`config.mk`:
```
export PLATFORM = sky130hd
export DESIGN_NAME = axis_s2mm_packetizer
export DESIGN_NICKNAME = d
export VERILOG_FILES = /design/src/rtl/axis_s2mm_packetizer.sv
export SDC_FILE = /design/constraint.sdc
export NUM_CORES = 2
export LEC_CHECK = 0
export BUFFER_PORTS_ARGS = -buffer_cell sky130_fd_sc_hd__buf_2
export CAP_MARGIN = 20
export CORE_AREA = 10 10 432 434
export CTS_BUF_LIST = sky130_fd_sc_hd__clkbuf_16
export DETAILED_ROUTE_END_ITERATION = 10
export DIE_AREA = 0 0 442 444
export GPL_ROUTABILITY_DRIVEN = 1
export SLEW_MARGIN = 10
export SYNTH_ARGS = -nofsm -noshare
export SYNTH_HDL_FRONTEND = slang
export SYNTH_SLANG_ARGS = --single-unit
```
`constraint.sdc`:
```
create_clock -name clk -period 31.7 [get_ports clk]
set_input_delay 0 -clock clk [delete_from_list [all_inputs] [get_ports clk]]
set_output_delay 0 -clock clk [all_outputs]
set_load 0.01 [all_outputs]
```
`src/rtl/axis_s2mm_packetizer.sv`:
```
// axis_s2mm_packetizer
// Forwards DDR read-FIFO beats to the DMA S2MM stream through an output register
// plus a one-entry skid register. TLAST is generated on the final beat of a
// software-programmed length. Upstream TLAST is not used. Upstream is only
// accepted while a packet is armed.
// Optional build macro: AXIS_S2MM_PACKETIZER_STATS_EN adds the pkt_count and
// stall_count outputs.
module axis_s2mm_packetizer #(
  parameter int DATA_W = 512,
  parameter int LEN_W  = 16
) (
  input  logic                clk,
  input  logic                rst,
  input  logic [LEN_W-1:0]    cfg_len,
  input  logic                cfg_start,
  output logic                cfg_busy,
  output logic                pkt_done,
  output logic [LEN_W-1:0]    beat_cnt,
  input  logic [DATA_W-1:0]   s_axis_tdata,
  input  logic                s_axis_tvalid,
  output logic                s_axis_tready,
  output logic [DATA_W-1:0]   m_axis_tdata,
  output logic [DATA_W/8-1:0] m_axis_tkeep,
  output logic                m_axis_tvalid,
  output logic                m_axis_tlast,
  input  logic                m_axis_tready
`ifdef AXIS_S2MM_PACKETIZER_STATS_EN
  ,
  output logic [31:0]         pkt_count,
  output logic [31:0]         stall_count
`endif
);

  typedef enum logic [1:0] {
    ST_IDLE  = 2'd0,
    ST_RUN   = 2'd1,
    ST_DRAIN = 2'd2
  } state_t;

  state_t             r_state;
  logic [LEN_W-1:0]   r_remaining;
  logic [LEN_W-1:0]   r_beat_cnt;
  logic               r_busy;

  logic               r_out_valid;
  logic               r_out_last;
  logic [DATA_W-1:0]  r_out_data;
  logic               r_skid_valid;
  logic               r_skid_last;
  logic [DATA_W-1:0]  r_skid_data;

  logic               w_s_ready;
  logic               w_s_hs;
  logic               w_m_hs;
  logic               w_out_load;
  logic               w_in_last;

  // Upstream is only accepted while running and the skid slot is free, so the
  // skid can never be asked to hold a second beat.
  assign w_s_ready  = (r_state == ST_RUN) && !r_skid_valid;
  assign w_s_hs     = s_axis_tvalid && w_s_ready;
  assign w_m_hs     = r_out_valid && m_axis_tready;
  assign w_out_load = !r_out_valid || m_axis_tready;
  assign w_in_last  = (r_remaining == LEN_W'(1));

  assign s_axis_tready = w_s_ready;
  assign m_axis_tvalid = r_out_valid;
  assign m_axis_tdata  = r_out_data;
  assign m_axis_tlast  = r_out_last;
  assign m_axis_tkeep  = '1;
  assign cfg_busy      = r_busy;
  assign beat_cnt      = r_beat_cnt;
  // Must coincide with the TLAST handshake itself, so it is decoded from the
  // registered output stage and the downstream ready.
  assign pkt_done      = w_m_hs && r_out_last;

  // Packet control: arm on cfg_start, count accepted beats, wait for TLAST to leave.
  always_ff @(posedge clk or posedge rst) begin
    if (rst) begin
      r_state     <= ST_IDLE;
      r_remaining <= '0;
      r_beat_cnt  <= '0;
      r_busy      <= 1'b0;
    end else begin
      case (r_state)
        ST_IDLE: begin
          if (cfg_start) begin
            // A zero length is treated as a single-beat packet.
            r_remaining <= (cfg_len == '0) ? LEN_W'(1) : cfg_len;
            r_beat_cnt  <= '0;
            r_busy      <= 1'b1;
            r_state     <= ST_RUN;
          end
        end
        ST_RUN: begin
          if (w_s_hs) begin
            r_remaining <= r_remaining - LEN_W'(1);
            r_beat_cnt  <= r_beat_cnt + LEN_W'(1);
            if (w_in_last) begin
              r_state <= ST_DRAIN;
            end
          end
        end
        ST_DRAIN: begin
          if (w_m_hs && r_out_last) begin
            r_busy  <= 1'b0;
            r_state <= ST_IDLE;
          end
        end
        default: begin
          r_state <= ST_IDLE;
        end
      endcase
    end
  end

  // Output register with one-entry skid: the skid drains first to keep beat order.
  always_ff @(posedge clk or posedge rst) begin
    if (rst) begin
      r_out_valid  <= 1'b0;
      r_out_last   <= 1'b0;
      r_out_data   <= '0;
      r_skid_valid <= 1'b0;
      r_skid_last  <= 1'b0;
      r_skid_data  <= '0;
    end else begin
      if (w_out_load) begin
        if (r_skid_valid) begin
          // No new beat can arrive here: ready is low while the skid is full.
          r_out_valid  <= 1'b1;
          r_out_data   <= r_skid_data;
          r_out_last   <= r_skid_last;
          r_skid_valid <= 1'b0;
        end else begin
          r_out_valid <= w_s_hs;
          if (w_s_hs) begin
            r_out_data <= s_axis_tdata;
            r_out_last <= w_in_last;
          end
        end
      end else if (w_s_hs) begin
        // Output is full and stalled: park the accepted beat.
        r_skid_valid <= 1'b1;
        r_skid_data  <= s_axis_tdata;
        r_skid_last  <= w_in_last;
      end
    end
  end

`ifdef AXIS_S2MM_PACKETIZER_STATS_EN
  logic [31:0] r_pkt_count;
  logic [31:0] r_stall_count;

  // Completed-packet counter (wrapping) and downstream stall counter (saturating).
  always_ff @(posedge clk or posedge rst) begin
    if (rst) begin
      r_pkt_count   <= '0;
      r_stall_count <= '0;
    end else begin
      if (pkt_done) begin
        r_pkt_count <= r_pkt_count + 32'd1;
      end
      if (r_out_valid && !m_axis_tready && (r_stall_count != 32'hFFFF_FFFF)) begin
        r_stall_count <= r_stall_count + 32'd1;
      end
    end
  end

  assign pkt_count   = r_pkt_count;
  assign stall_count = r_stall_count;
`endif

endmodule

```
==> summary.md <==
| Metric | Value |
|---|---|
| Nets | a little over 6,000 |
| Core ar. | 178,000 um2 |
| Vias | approximately 36,000 |
| Routed Antenna Nets | 0 |
| Cell leakage power | between 0.03 and 0.04 uW |
| Switching Share | about a third |
| Setup TNS | 0 ns |
| DRC | 0 |
| Slew margin rel. | between 20% and 30% |
| Max Clock Freq | roughly 170 MHz |
| Initial Utilization | roughly a quarter |
| Post-synth top flop | dfrtp_1 |
| Fillcell total | around 17,000 |
| Worst Path Max Fanout | around 120 |
| Grt total ovfl | 0 |
| Initial DRC count | between 2,000 and 2,500 |
| Largest net degree at the start of global routing | 230 |
| Clock slew at reported path FFs | 0.07 ns |
| WP data required | 32.33 ns |
| Routed WL | 160,000 um |
| Max_cap viols | 0 |
| FP Rows | ~160 |
| I/O pins | ~1,100 |
| Tcrit/Tclk final | between 10% and 20% |
| Root Buffer | clkbuf_16 |
| Initial antenna violation count | 27 |
| DR vias/cell | roughly 4.5 |
| Post-synthesis sequential area ratio | 56.9% |
| Layout cells sized above 1 | 31.5% |
| Placer Congestion | between 0.8 and 0.9 |
| Synth async-reset ratio | 100% |
| PD cells | between 70 and 80 nW/um2 |
| Final hold vios | 0 |
| Drt pass-1 iters | 5 |
| Peak supply drop | approximately 52 uV |
| GRT Total Usage | around 16% |
| Die H | around 440 um |
| Number of flops mapped to enable cells by yosys | 0 |
| Part of the power in registers | between 40 and 50% |
| Vias in the first global route | 38,900 |
| Max clock buf depth | 3 |
| Die Wd | between 400 and 500 um |
| Startpoint Class | flop |
| Final hold slack | ~0.061 ns |
| Fin crit period | between 5 and 6 ns |
| Cell count after synthesis | 3,626 |
| Comb pwr share | a little under a third |
| CTS Buf Count | 117 |
| HP Class | primary input to flop |
| Clk pwr share | between 20% and 30% |
| Unrepaired setup endpoints after global routing | no |
| Crit Path Class | flop to flop |
| First-pass GRT wire length | between 200,000 and 250,000 um |
| Clock Sinks | between 1,000 and 1,500 |
| Routed len/inst | about 20 um |
| Status | finished, final reports clean |
| Syn Std Cell Area | ~47,000 um2 |
| Seq cells post-synth | around 1,100 |
| Switching power total | around 1700 uW |
| CP Data Arrival Time | 6.47 ns |
| Distinct cells, synth | just over 60 |
| Clk_lat worst skew | just under 0.8 ns |
| Die ar. | between 150,000 and 200,000 um2 |
| CTS tree | built |
| Yosys warns | 0 |
| Area Overhead vs Synth | 42.4% |
| Max-slew violations | 0 |
| Slew @ Worst Pin | 1.14 ns |
| Post-cts resize count | 0 |
| Worst Clk Skew | between 0.04 and 0.05 ns |
| Setup violators final | 0 |
| Syn Area/Cell | about 13 um2 |
| Internal | approximately 3400 uW |
| Dpl hpwl | roughly 110,000 um |
| Htree depth | 3 |
| Port bufs | approximately 1,100 |
| Endpoint class of the critical path | flop |
routing by layer:
metal	GRT usage (%)	routed length (um)
met4	9.46	10200
met2	26.2	77400
met3	3.76	9230
met5	0	46
met1	18.3	63600
layout by cell type, fill, tap and decap left out, drive strengths merged, types with 4 or more instances in the layout:
cell type / Yosys / final
a21oi: 17 / 17
a2bb2oi: 5 / 5
buf: 197 / 1107
bufinv: 0 / 4
clkbuf: 108 / 119
clkinv: 0 / 58
conb: 1 / 64
dfrtp: 1063 / 1063
diode: 0 / 26
dlygate4sd3: 0 / 913
inv: 9 / 35
mux2: 512 / 512
mux2i: 513 / 513
nand2: 540 / 540
nand2b: 5 / 5
nand3: 11 / 11
nand4: 8 / 8
nor2: 26 / 26
nor3: 7 / 7
nor4: 7 / 7
o21ai: 531 / 531
or3: 7 / 7
or4: 5 / 5
critical path, stage by stage, from the launching register on:
cell,delay (ns)
dfrtp_4,0.75
nand4bb_1,0.39
or2_4,0.85
buf_4,0.77
buf_4,0.84
buf_4,0.68
buf_12,0.56
mux2_4,0.36
path summary, 6_finish.rpt:
check / start / endpoint / slack [ns] / depth (start not counted)
max: r_skid_valid$_DFFE_PP0P_ / r_skid_data[304]$_DFFE_PP0P_ / 25.86 / 7
min: s_axis_tdata[129] / r_skid_data[129]$_DFFE_PP0P_ / 0.06 / 3
max reg2reg: r_skid_valid$_DFFE_PP0P_ / r_skid_data[304]$_DFFE_PP0P_ / 25.86 / 7
min reg2reg: m_axis_tdata[206]$_DFFE_PP0P_ / m_axis_tdata[206]$_DFFE_PP0P_ / 0.47 / 2
max in group asynchronous: rst / r_skid_data[211]$_DFFE_PP0P_ / 26.42 / 9
min in group asynchronous: rst / m_axis_tdata[0]$_DFFE_PP0P_ / 0.58 / 4
flip-flops by register name, summed over array words and instances (netlist names):
| signal | count |
|---|---|
| m_axis_tdata | 512 |
| r_skid_data | 512 |
| beat_cnt | 16 |
| r_remaining | 16 |
| r_state | 2 |
| cfg_busy | 1 |
| m_axis_tlast | 1 |
| m_axis_tvalid | 1 |
| r_skid_last | 1 |
| r_skid_valid | 1 |
power groups by stage:
stage	sequential [uW]	combinational, uW	clock [uW]
final	2230	1620	1290
after global routing	2290	1750	1380
after CTS	2210	1630	1330
after detailed placement	2220	1530	0
after global placement	2210	1500	0
after floorplan	2270	861	0
repair_timing:
item,4_1_cts,5_1_grt
hold buffers,913,0
buffers inserted,0,0
endpoints found under the hold margin,1181,0
cell usage after synthesis, types with 9 or more instances:
library cell,instances,share of area (%)
buf_6,51,1.2
nand2_1,540,4.3
inv_1,9,0.072
clkbuf_1,108,0.87
nor2_1,26,0.21
mux2i_1,513,11
o21ai_0,530,5.7
dfrtp_1,1063,57
a21oi_1,17,0.18
nand3_1,11,0.12
buf_4,69,1.1
buf_2,75,0.80
mux2_4,450,14
mux2_2,54,1.3
stage by stage:
stage	utilization [%]	total power, uW	cell area, um2	setup WS (ns)	std cells
2_1_floorplan	-	3130	47000	1.78	3689
3_3_place_gp	30.3	3700	53800	25.95	6846
3_5_place_dp	30.3	3750	53800	25.90	6846
4_1_cts	37.4	5170	66500	25.90	7969
5_1_grt	37.4	5430	66600	25.59	7991
6_report	37.4	5140	66600	25.86	7995
cell families after synthesis:
group,Yosys count,share of synthesized area [%]
flops,1063,56.9
mux,1025,26.9
simple gates,635,5.51
compound gates,579,6.40
buf+inv,314,4.09
xor+xnor,6,0.112
fa+ha+maj,3,0.0803
other cells,1,0.00802
area by class of cell:
class	count	area, um2	share of cell area, %
diodes	26	65.1	0.0977
clock buffers	119	2980	4.47
clock inverters	91	603	0.906
inverters	9	41.3	0.0620
multi-input cells	2312	18500	27.8
flip-flops and latches	1063	26600	39.9
well taps	2355	2950	4.42
repair buffers	2020	14900	22.3
No activity file was read; power rests on OpenSTA's default activity.
